$ cat src/rtl/mem_pkg.sv
// Constants and types shared by the data-memory load and store paths.
package mem_pkg;

  localparam logic [1:0] MEM_READ  = 2'b01;
  localparam logic [1:0] MEM_WRITE = 2'b10;

  localparam logic [1:0] MEM_BYTE = 2'b00;
  localparam logic [1:0] MEM_HALF = 2'b01;
  localparam logic [1:0] MEM_WORD = 2'b10;

  localparam int MEM_UNS_BIT = 2;

  typedef enum logic [1:0] {IDLE, WAIT, RESP} state_t;

endpackage

$ cat src/rtl/load_extend.sv
// Lane-0 size select with sign or zero extension of SRAM read data.
module load_extend
  import mem_pkg::*;
(
  input  logic [31:0] data,
  input  logic [1:0]  size,
  input  logic        uns,
  output logic [31:0] ext
);

  always_comb begin
    ext = '0;
    case (size)
      MEM_BYTE: ext = {{24{~uns & data[7]}}, data[7:0]};
      MEM_HALF: ext = {{16{~uns & data[15]}}, data[15:0]};
      MEM_WORD: ext = data;
      default:  ext = '0;
    endcase
  end

endmodule

$ cat src/rtl/load_unit.sv
// Load path: issues the SRAM read, waits RD_LATENCY cycles, returns extended data.
// Optional MISALIGN_CHECK_EN rejects misaligned HALF/WORD loads with a misalign pulse.
//
// state | meaning
// IDLE  | no load in flight, accepting requests
// WAIT  | address issued, counting down SRAM read latency
// RESP  | resp_valid (or misalign) pulse cycle, accepting requests
module load_unit
  import mem_pkg::*;
#(
  parameter int RD_LATENCY = 1,
  parameter int ADDR_W     = 14
) (
  input  logic              clk,
  input  logic              rst_n,
  input  logic              req_valid,
  input  logic [4:0]        mem_op,
  input  logic [31:0]       addr,
  input  logic [4:0]        rd_idx,
  input  logic              flush,
  input  logic [31:0]       dataout,
  output logic [ADDR_W-1:0] addrout,
  output logic              ren,
  output logic              stall,
  output logic              resp_valid,
  output logic [31:0]       resp_data,
  output logic [4:0]        resp_rd
`ifdef MISALIGN_CHECK_EN
  ,
  output logic              misalign
`endif
);

  localparam logic [2:0] LAT = 3'(RD_LATENCY);

  state_t      state;
  logic [2:0]  cnt;
  logic [2:0]  op_q;
  logic [4:0]  rd_q;
  logic [31:0] ext_data;
  logic        accept;
  logic        misaligned;
  logic        unused_addr_bits;

  assign unused_addr_bits = ^addr[31:ADDR_W];

  assign accept = req_valid && (mem_op[4:3] == MEM_READ) && !flush && (state != WAIT);

`ifdef MISALIGN_CHECK_EN
  assign misaligned = ((mem_op[1:0] == MEM_HALF) && addr[0]) ||
                      ((mem_op[1:0] == MEM_WORD) && (addr[1:0] != 2'b00));
`else
  assign misaligned = 1'b0;
`endif

  // Combinational so the upstream stage freezes in the request cycle itself.
  assign stall = (state == WAIT) || (accept && !misaligned);

  load_extend u_extend (
    .data (dataout),
    .size (op_q[1:0]),
    .uns  (op_q[MEM_UNS_BIT]),
    .ext  (ext_data)
  );

  always_ff @(posedge clk or negedge rst_n) begin
    if (!rst_n) begin
      state      <= IDLE;
      cnt        <= '0;
      op_q       <= '0;
      rd_q       <= '0;
      addrout    <= '0;
      ren        <= 1'b0;
      resp_valid <= 1'b0;
      resp_data  <= '0;
      resp_rd    <= '0;
`ifdef MISALIGN_CHECK_EN
      misalign   <= 1'b0;
`endif
    end else begin
      resp_valid <= 1'b0;
`ifdef MISALIGN_CHECK_EN
      misalign   <= 1'b0;
`endif
      case (state)
        IDLE, RESP: begin
          if (accept && misaligned) begin
            state <= RESP;
            ren   <= 1'b0;
`ifdef MISALIGN_CHECK_EN
            misalign <= 1'b1;
`endif
          end else if (accept) begin
            addrout <= addr[ADDR_W-1:0];
            ren     <= 1'b1;
            op_q    <= mem_op[2:0];
            rd_q    <= rd_idx;
            cnt     <= LAT;
            state   <= WAIT;
          end else begin
            ren   <= 1'b0;
            state <= IDLE;
          end
        end
        WAIT: begin
          if (flush) begin
            ren   <= 1'b0;
            cnt   <= '0;
            state <= IDLE;
          end else if (cnt == 3'd1) begin
            resp_data  <= ext_data;
            resp_rd    <= rd_q;
            resp_valid <= 1'b1;
            ren        <= 1'b0;
            cnt        <= '0;
            state      <= RESP;
          end else begin
            cnt <= cnt - 3'd1;
          end
        end
        default: begin
          ren   <= 1'b0;
          state <= IDLE;
        end
      endcase
    end
  end

endmodule

$ cat config.mk
export PLATFORM = sky130hd
export DESIGN_NAME = load_unit
export DESIGN_NICKNAME = d
export VERILOG_FILES = /design/src/rtl/mem_pkg.sv /design/src/rtl/load_extend.sv /design/src/rtl/load_unit.sv
export SDC_FILE = /design/constraint.sdc
export NUM_CORES = 1
export LEC_CHECK = 0
export CAP_MARGIN = 20
export CORE_ASPECT_RATIO = 2
export CORE_MARGIN = 2
export CORE_UTILIZATION = 40
export CTS_CLUSTER_DIAMETER = 80
export DETAILED_ROUTE_END_ITERATION = 10
export PLACE_DENSITY = 0.85
export SYNTH_ARGS = -nofsm -noshare
export SYNTH_HDL_FRONTEND = slang
export SYNTH_HIERARCHICAL = 1
export SYNTH_SLANG_ARGS = --single-unit
export TNS_END_PERCENT = 1
$ cat constraint.sdc
create_clock -name clk -period 4.4 [get_ports clk]
set_clock_uncertainty 0.2 [all_clocks]
set_input_delay 1.1 -clock clk [delete_from_list [all_inputs] [get_ports clk]]
set_output_delay 1.1 -clock clk [all_outputs]
set_load 0.005 [all_outputs]
==> results of run 1 <==
-- critical path, stage by stage --
cell,delay (ns)
clkdlybuf4s50_1,0.53
nand4bb_4,0.28
nand2_1,0.09
clkdlybuf4s50_1,0.49
-- state kept, by name (all words and copies together), names as in the netlist --
signal,cells
addrout,14
cnt,3
op_q,3
rd_q,5
ren,1
resp_data,32
resp_rd,5
resp_valid,1
state,2
-- layer usage --
metal  share of wire  wire [um]  vias to the layer above
met1            0.34       2460                     1057
met4           0.038        274                        0
met5               0          0                        -
met3           0.035        249                       19
met2            0.58       4200                       62
li1                -          -                      990
-- Yosys cell counts, drive strengths merged, types with 2 or more instances --
library cell   n
a211o         23
and2           8
and3b          7
buf           13
dfrtp         66
ha             2
inv            2
mux2          59
nand2          5
nand2b         3
nor3           2
nor3b          2
o21ai          4
-- placed cells by master, fill, tap and decap left out, types with 2 or more instances in the layout --
cell type and count:
a211o_1 23, mux2_2 59, nand2b_1 2, clkdlybuf4s50_1 112, nand2_1 5, inv_1 2, buf_4 4, and3b_1 7
and2_1 8, o21ai_0 4, clkbuf_16 9, ha_1 2, nor3b_1 2, dfrtp_1 66, clkbuf_8 3
-- stage by stage --
stage	cell area, um2	instances	hold slack (ns)	util
2_1_floorplan	2980	209	0.243	-
3_5_place_dp	4170	404	0.281	0.578
6_report	4480	420	0.298	0.622
5_1_grt	4480	420	0.316	0.622
3_3_place_gp	4170	404	0.274	0.578
4_1_cts	4470	419	0.288	0.620
-- power by group through the flow --
stage / registers, mW / clock network, mW / logic [mW]
final: 0.941 / 0.714 / 0.840
after global routing: 0.971 / 0.761 / 0.901
after CTS: 0.941 / 0.737 / 0.850
after detailed placement: 0.949 / 0 / 0.846
after global placement: 0.932 / 0 / 0.821
after floorplan: 0.937 / 0 / 0.342
-- worst max-delay path by stage --
stage,slack (ns),depth (start not counted),end
final,0.60,4,stall
after global routing,0.52,4,stall
after CTS,0.59,4,stall
after detailed placement,0.61,4,stall
after global placement,0.62,4,stall
after floorplan,1.69,2,stall
-- cell type report --
cell class | count | area share
Clock buffer | 13 | 0.0603
Clock inverter | 2 | 0.00781
Inverter | 2 | 0.00167
Multi-Input combinational cell | 127 | 0.276
Sequential cell | 66 | 0.368
Tap cell | 92 | 0.0257
Timing Repair Buffer | 118 | 0.260
-- cells by family after synthesis --
logic type / Yosys count / share of synthesized area
flip-flops: 66 / 0.555
multiplexers: 59 / 0.223
AND/OR/NAND/NOR: 34 / 0.0920
AO/OA/AOI/OAI: 32 / 0.0874
buffers and inverters: 16 / 0.0345
adder cells (fa/ha/maj): 2 / 0.00840
==> metrics.txt, run 1 <==
global-route wire length before repair 11600 um; Max Transition Viols Final 0; busiest grt layer met2; router iterations before antenna repair 4; Tcrit/Tclk final 0.863; Leak 2.06 nW; Hold WC Path Type reg -> reg; Max-cap violations 0; Clock power frac 0.286; Req. time, crit path 3.10 ns; M1 GR Usage 0.196; gpl congestion 0.742; Port Buf Inserts 113; reg2reg end resp_rd[4]$_DFFE_PN0P_; synth unique cells 30; Post-Place Setup Slack 0.608 ns; Core Area 7210 um2; hold wc startpoint cnt[0]$_DFFE_PN0P_; clock sink count 66; top post-synthesis cells by area dfrtp_1, mux2_2, a211o_1, and3b_1, and2_1; Die ar. 8190 um2; RSZ-0062 raised after global routing false; CP max FO 5; Synth Register Bits 66; CTS Hold Bufs 0; P_int 1.86 mW; Fillers 565; register area share after synthesis 0.555; Initial Util 0.413; met3 Track Usage GR 0.0429; Via density 5.07; Post-layout nets 404; cts bufs inserted 9; GRT overflow 0; wire per inst 17.1 um; Crit Path Category in -> out; final hold viol count 0; Setup Viol. Count Final 0; FMAX 263 MHz; Longest Clk Path Bufs 2; R2R Setup Slk 2.29 ns; Worst slew margin 0.538; Gate power share 0.337; FF/Latch Area 1650 um2; Post-CTS Resized 0; post-route ant nets 0; Total GRT Usage 0.190; post-route minimum period 3.80 ns; largest net degree at the start of global routing 39; Post-synth ARST share 1.00; Root Buffer clkbuf_16; pwr dens 556 nW/um2; Hold EP cnt[0]$_DFFE_PN0P_; die height 126 um; Flop pwr share 0.377; hold depth 1; Chip Width 65.0 um; share of cells above drive strength 1 0.265; Yosys top cell area share 0.555; ANT cells 0; Total Wirelength 7190 um; main flop type after synthesis dfrtp_1; worst r2r src cnt[1]$_DFFE_PN0P_; TritonCTS clock tree built; switching power 633 uW; H-Tree Depth 3; GRT met2 Usage 0.343; type of origin of the critical path primary input; status finished clean; worst-case reg-to-reg path depth 6; Synth area leader dfrtp_1; VDD IR max 391 uV; DP Wirelength 5300 um; Worst setup EP type output port; area grow syn2layout 50.5%; DRC violations left 0; vias in the first global route 2306; crit path from flush; number of synthesized flops with an enable pin 0; routed vias 2128; Cells after Synth 209; Fin Setup TNS 0 ns; Multi-input gate area 1240 um2; Ports 132; Skew-Pair Late Insertion Delay 0.32 ns; Post-CTS Setup Inserts 0; setup slack after layout 0.601 ns; CTS clock-pin slew for the worst setup and hold paths 0.05 ns; FP Rows 44; Power, Total 2.49 mW; worst slew pin tran 0.694 ns; switch share 0.254; syn_area_per_cell 14.2 um2; number of antenna violations at the first check in global routing 0; Synth Cell Area 2980 um2; Worst Path Arrival 2.50 ns; DR iter-0 viols 94; Synth Warn # 6; syn nets 289
No activity file was read; power rests on OpenSTA's default activity.
==> run 2: changes to the inputs <==
PLACE_DENSITY = 0.87   (was 0.85)
SYNTH_HIERARCHICAL = unset   (was 1)
==> metrics.txt, run 2 <==
commonest non-fill, non-tap cells in the layout clkdlybuf4s50_1, dfrtp_1, o21ai_0, nand2_1, mux2_2; TritonCTS clock tree built; Post-synth ARST share 1.00; pwr dens 553 nW/um2; Biggest register resp_data; Root Buffer clkbuf_16; worst slew pin tran 0.715 ns; FF/Latch Area 1650 um2; Ports 132; top post-synthesis cells by count dfrtp_1, o21ai_0, nand2_1; FMAX 266 MHz; Flop pwr share 0.390; global-route wire length before repair 11600 um; delay-heaviest family, CP buffers and inverters; CP dominant cell by count clkdlybuf4s50_1; Port Buf Inserts 113; cts bufs inserted 9; Post-CTS Setup Inserts 0; number of synthesized flops with an enable pin 0; register area share after synthesis 0.597; switch share 0.279; Synth Warn # 0; Synth area leader dfrtp_1; crit path from flush; Cells after Synth 236; Post-CTS Resized 0; Skew-Pair Late Insertion Delay 0.33 ns; Total GRT Usage 0.201; DRC violations left 0; VDD IR max 350 uV; wire per inst 16.7 um; Total Wirelength 7400 um; worst r2r src cnt[1]$_DFFE_PN0P_; hold wc startpoint resp_rd[3]$_DFFE_PN0P_; Gate power share 0.335; top post-synthesis cells by area dfrtp_1, mux2_2, o21ai_0, a22o_1, nand2_1; Req. time, crit path 3.10 ns; post-route minimum period 3.75 ns; most common cell after layout, fill and taps aside clkdlybuf4s50_1; FP Rows 42; area grow syn2layout 53.9%; syn nets 316; Worst slew margin 0.523; syn_area_per_cell 11.7 um2; number of antenna violations at the first check in global routing 0; Chip Width 62.8 um; Clock power frac 0.275; Fin Setup TNS 0 ns; placed cell area 3960 um2; router iterations before antenna repair 4; P_int 1.70 mW; Initial Util 0.415; Longest Clk Path Bufs 2; Leak 1.85 nW; Regs by FF count resp_data: 32 flops, addrout: 14 flops; vias in the first global route 2353; max reg flops 32; worst path bufs/invs 2; synth unique cells 28; Max-cap violations 0; RSZ-0062 raised after global routing false; Max Transition Viols Final 0; final hold viol count 0; status finished clean; gpl congestion 0.755; switching power 656 uW; post-route ant nets 0; die height 122 um; R2R Setup Slk 1.74 ns; CP max FO 4; Yosys top cell area share 0.597; Post-layout nets 431; Multi-input gate area 1010 um2; Critical Path Stages 4; Worst setup EP type output port; Via density 5.17; CTS Hold Bufs 0; Die ar. 7640 um2; Synth Register Bits 66; post-route cell area 4260 um2; type of origin of the critical path primary input; Post-Place Setup Slack 0.641 ns; Fillers 562; slowest CP cell clkdlybuf4s50_1; share of cells above drive strength 1 0.149; Worst Path Arrival 2.45 ns; Worst setup endpoint stall; ANT cells 0; Core Area 6670 um2; reg2reg end resp_rd[2]$_DFFE_PN0P_; crit path cell chain clkdlybuf4s50_1, nand4bb_1, nand2_1, clkdlybuf4s50_1; routed vias 2291; clock sink count 66; worst-case reg-to-reg path depth 6; Setup Viol. Count Final 0; DR iter-0 viols 124; GRT overflow 0; top-count cell post-synth dfrtp_1; Crit Path Category in -> out; WHS 0.300 ns; setup slack after layout 0.647 ns; Tcrit/Tclk final 0.853; H-Tree Depth 3; Synth Cell Area 2770 um2; DP Wirelength 5340 um; CTS clock-pin slew for the worst setup and hold paths 0.05 ns; utilization after layout 0.638; main flop type after synthesis dfrtp_1; Worst path max stage delay 0.50 ns; Hold WC Path Type reg -> reg; largest net degree at the start of global routing 45
[run 2: cell types whose count changed after synthesis, sizes merged, moves of 8 or more]
cell   delta
a211o    -23
a22o     +16
and2      -8
mux2     -32
nand2    +23
o21ai    +45
[run 2: worst min path at each step]
stage,endpoint,slack (ns),cells after the start
3_3_place_gp,resp_rd[0]$_DFFE_PN0P_,0.28,1
5_1_grt,resp_data[24]$_DFFE_PN0P_,0.32,1
6_report,resp_rd[3]$_DFFE_PN0P_,0.30,1
3_5_place_dp,resp_data[31]$_DFFE_PN0P_,0.29,1
2_1_floorplan,rd_q[0]$_DFFE_PN0P_,0.27,1
4_1_cts,resp_rd[3]$_DFFE_PN0P_,0.30,1
[run 2: cell families after synthesis]
kind of cell	share of synthesized area
adders and majority gates	0.00904
and+or+nand+nor	0.0660
DFF	0.597
AOI/OAI and AO/OA	0.169
muxes	0.117
xor gates and xnor gates	0.00317
buffers and inverters	0.0389
[run 2: final cells by class]
type                    count  area share
clock inverters             2     0.00294
multi-input cells         149       0.237
repair buffers            121       0.282
flip-flops and latches     66       0.388
clock buffers              13      0.0611
well taps                  88      0.0259
inverters                   4     0.00353
[run 2: per-layer routing]
layer  track usage  routed length [um]  vias to the layer above
met5             0                   0                        -
met4         0.129                 353                        0
met3        0.0471                 306                       26
met2         0.351                3950                       90
met1         0.214                2790                     1109
li1              -                   -                     1066
[run 2: metrics by stage]
step	instances	total power [mW]
6_report	443	2.35
2_1_floorplan	236	1.22
3_3_place_gp	426	1.68
4_1_cts	441	2.37
5_1_grt	443	2.48
3_5_place_dp	426	1.71
[run 2: power by group through the flow]
| stage | registers, mW | logic [mW] | clock network (mW) |
|---|---|---|---|
| after floorplan | 0.913 | 0.312 | 0 |
| after global placement | 0.912 | 0.765 | 0 |
| after detailed placement | 0.925 | 0.786 | 0 |
| after CTS | 0.916 | 0.791 | 0.662 |
| after global routing | 0.941 | 0.850 | 0.685 |
| final | 0.917 | 0.788 | 0.648 |
==> run 3: changes to the inputs <==
ABC_AREA = 1   (was unset)
PLACE_DENSITY = 0.85   (was 0.87)
==> metrics.txt, run 3 <==
busiest grt layer met2; max reg flops 32; worst r2r src op_q[1]$_DFFE_PN0P_; CTS clock-pin slew for the worst setup and hold paths 0.05 ns; Die ar. 8250 um2; Leak 2.24 nW; Post-Place Cells 551; Core Area 7270 um2; Worst setup EP type output port; Req. time, crit path 3.10 ns; worst-case reg-to-reg path depth 5; synth unique cells 22; number of synthesized flops with an enable pin 0; most common cell after layout, fill and taps aside nand2_1; hold depth 2; Synth Register Bits 66; status finished clean; post-route ant nets 0; pwr dens 507 nW/um2; CP max FO 3; H-Tree Depth 3; DR iter-0 viols 240; post-route minimum period 3.66 ns; commonest non-fill, non-tap cells in the layout nand2_1, clkdlybuf4s50_1, dfrtp_1, nand3_1, o21ai_0; cts bufs inserted 9; ANT cells 0; placed cell area 4120 um2; Max-cap violations 0; Synth area leader dfrtp_1; final hold viol count 0; syn_area_per_cell 8.22 um2; Yosys top cell area share 0.550; global-route wire length before repair 12400 um; GRT overflow 0; gpl congestion 0.769; Biggest register resp_data; Worst Path Arrival 2.36 ns; router iterations before antenna repair 4; Synth Cell Area 3000 um2; Skew-Pair Late Insertion Delay 0.32 ns; wire per inst 13.7 um; DRC violations left 0; Post-layout nets 550; Crit Path Category in -> out; Chip Width 65.2 um; vias in the first global route 2640; share of cells above drive strength 1 0.0591; main flop type after synthesis dfrtp_1; routed vias 2766; CTS Hold Bufs 0; Ports 132; top post-synthesis cells by area dfrtp_1, nand2_1, nand3_1, o21ai_0, inv_1; M1 GR Usage 0.204; top-count cell post-synth nand2_1; setup slack after layout 0.743 ns; FMAX 273 MHz; Root Buffer clkbuf_16; Post-CTS Resized 0; Tcrit/Tclk final 0.831; Worst slew margin 0.375; Via density 4.89; hold wc startpoint rd_q[4]$_DFFE_PN0P_; syn nets 445; post-route cell area 4410 um2; TritonCTS clock tree built; Max Transition Viols Final 0; Post-Place Setup Slack 0.742 ns; Hold EP resp_rd[4]$_DFFE_PN0P_; clock sink count 66; Fin Setup TNS 0 ns; Total GRT Usage 0.197; VDD IR max 300 uV; register area share after synthesis 0.550; area grow syn2layout 47.1%; Post-synth ARST share 1.00; number of antenna violations at the first check in global routing 0; top post-synthesis cells by count nand2_1, dfrtp_1, nand3_1; Cells after Synth 365; worst slew pin tran 0.937 ns; Initial Util 0.413; Post-CTS Setup Inserts 0; Synth Warn # 0; DP Wirelength 5510 um; Longest Clk Path Bufs 2; type of origin of the critical path primary input; Total Wirelength 7770 um; WHS 0.276 ns; Hold WC Path Type reg -> reg; die height 126 um; largest net degree at the start of global routing 51; R2R Setup Slk 2.08 ns; met3 Track Usage GR 0.0443; Port Buf Inserts 113; Regs by FF count resp_data: 32 flops, addrout: 14 flops; Setup Viol. Count Final 0; FP Rows 44; GRT met2 Usage 0.358; RSZ-0062 raised after global routing false; reg2reg end resp_data[26]$_DFFE_PN0P_; non-filler cells, final 566
## run 3: worst max path at each step
| stage | cells past startpoint | startpoint | end |
|---|---|---|---|
| after floorplan | 3 | flush | stall |
| after global placement | 5 | flush | stall |
| after detailed placement | 5 | flush | stall |
| after CTS | 5 | flush | stall |
| after global routing | 5 | flush | stall |
| final | 5 | flush | stall |
## run 3: critical path: stages
cell             delay, ns
clkdlybuf4s50_1       0.47
nor2_1                0.16
nand2_1               0.07
nand2_1               0.06
clkdlybuf4s50_1       0.50
## run 3: layout make-up
cell class / instances / area [um2]
fillers: 650 / 2850
flip-flops and latches: 66 / 1650
repair buffers: 115 / 1140
multi-input cells: 243 / 1080
clock buffers: 13 / 280
inverters: 35 / 134
well taps: 92 / 115
clock inverters: 2 / 10.0
## run 3: kinds of logic (layout without fill, tap and decap cells)
group                      count (synthesis)  after routing  synth area share
adders and majority gates                  2              2           0.00834
and+or+nand+nor                          198            198             0.281
AOI/OAI and AO/OA                         43             43            0.0717
DFF                                       66             66             0.550
buffers and inverters                     56            165            0.0888
## run 3: layer usage
layer,vias to the layer above,wire [um]
li1,1360,-
met1,1303,2880
met2,91,4340
met3,12,386
met4,0,157
met5,-,0
## run 3: power by group
group	leakage (nW)	switching, mW	total [mW]	internal (mW)
logic	1.23	0.278	0.677	0.400
registers	0.858	0.109	0.885	0.777
clock network	0.147	0.239	0.676	0.437
## run 3: per-stage QoR
stage,util,total power [mW]
final,0.607,2.24
after CTS,0.607,2.27
after global placement,0.567,1.54
after global routing,0.607,2.37
after detailed placement,0.567,1.58
after floorplan,-,1.14
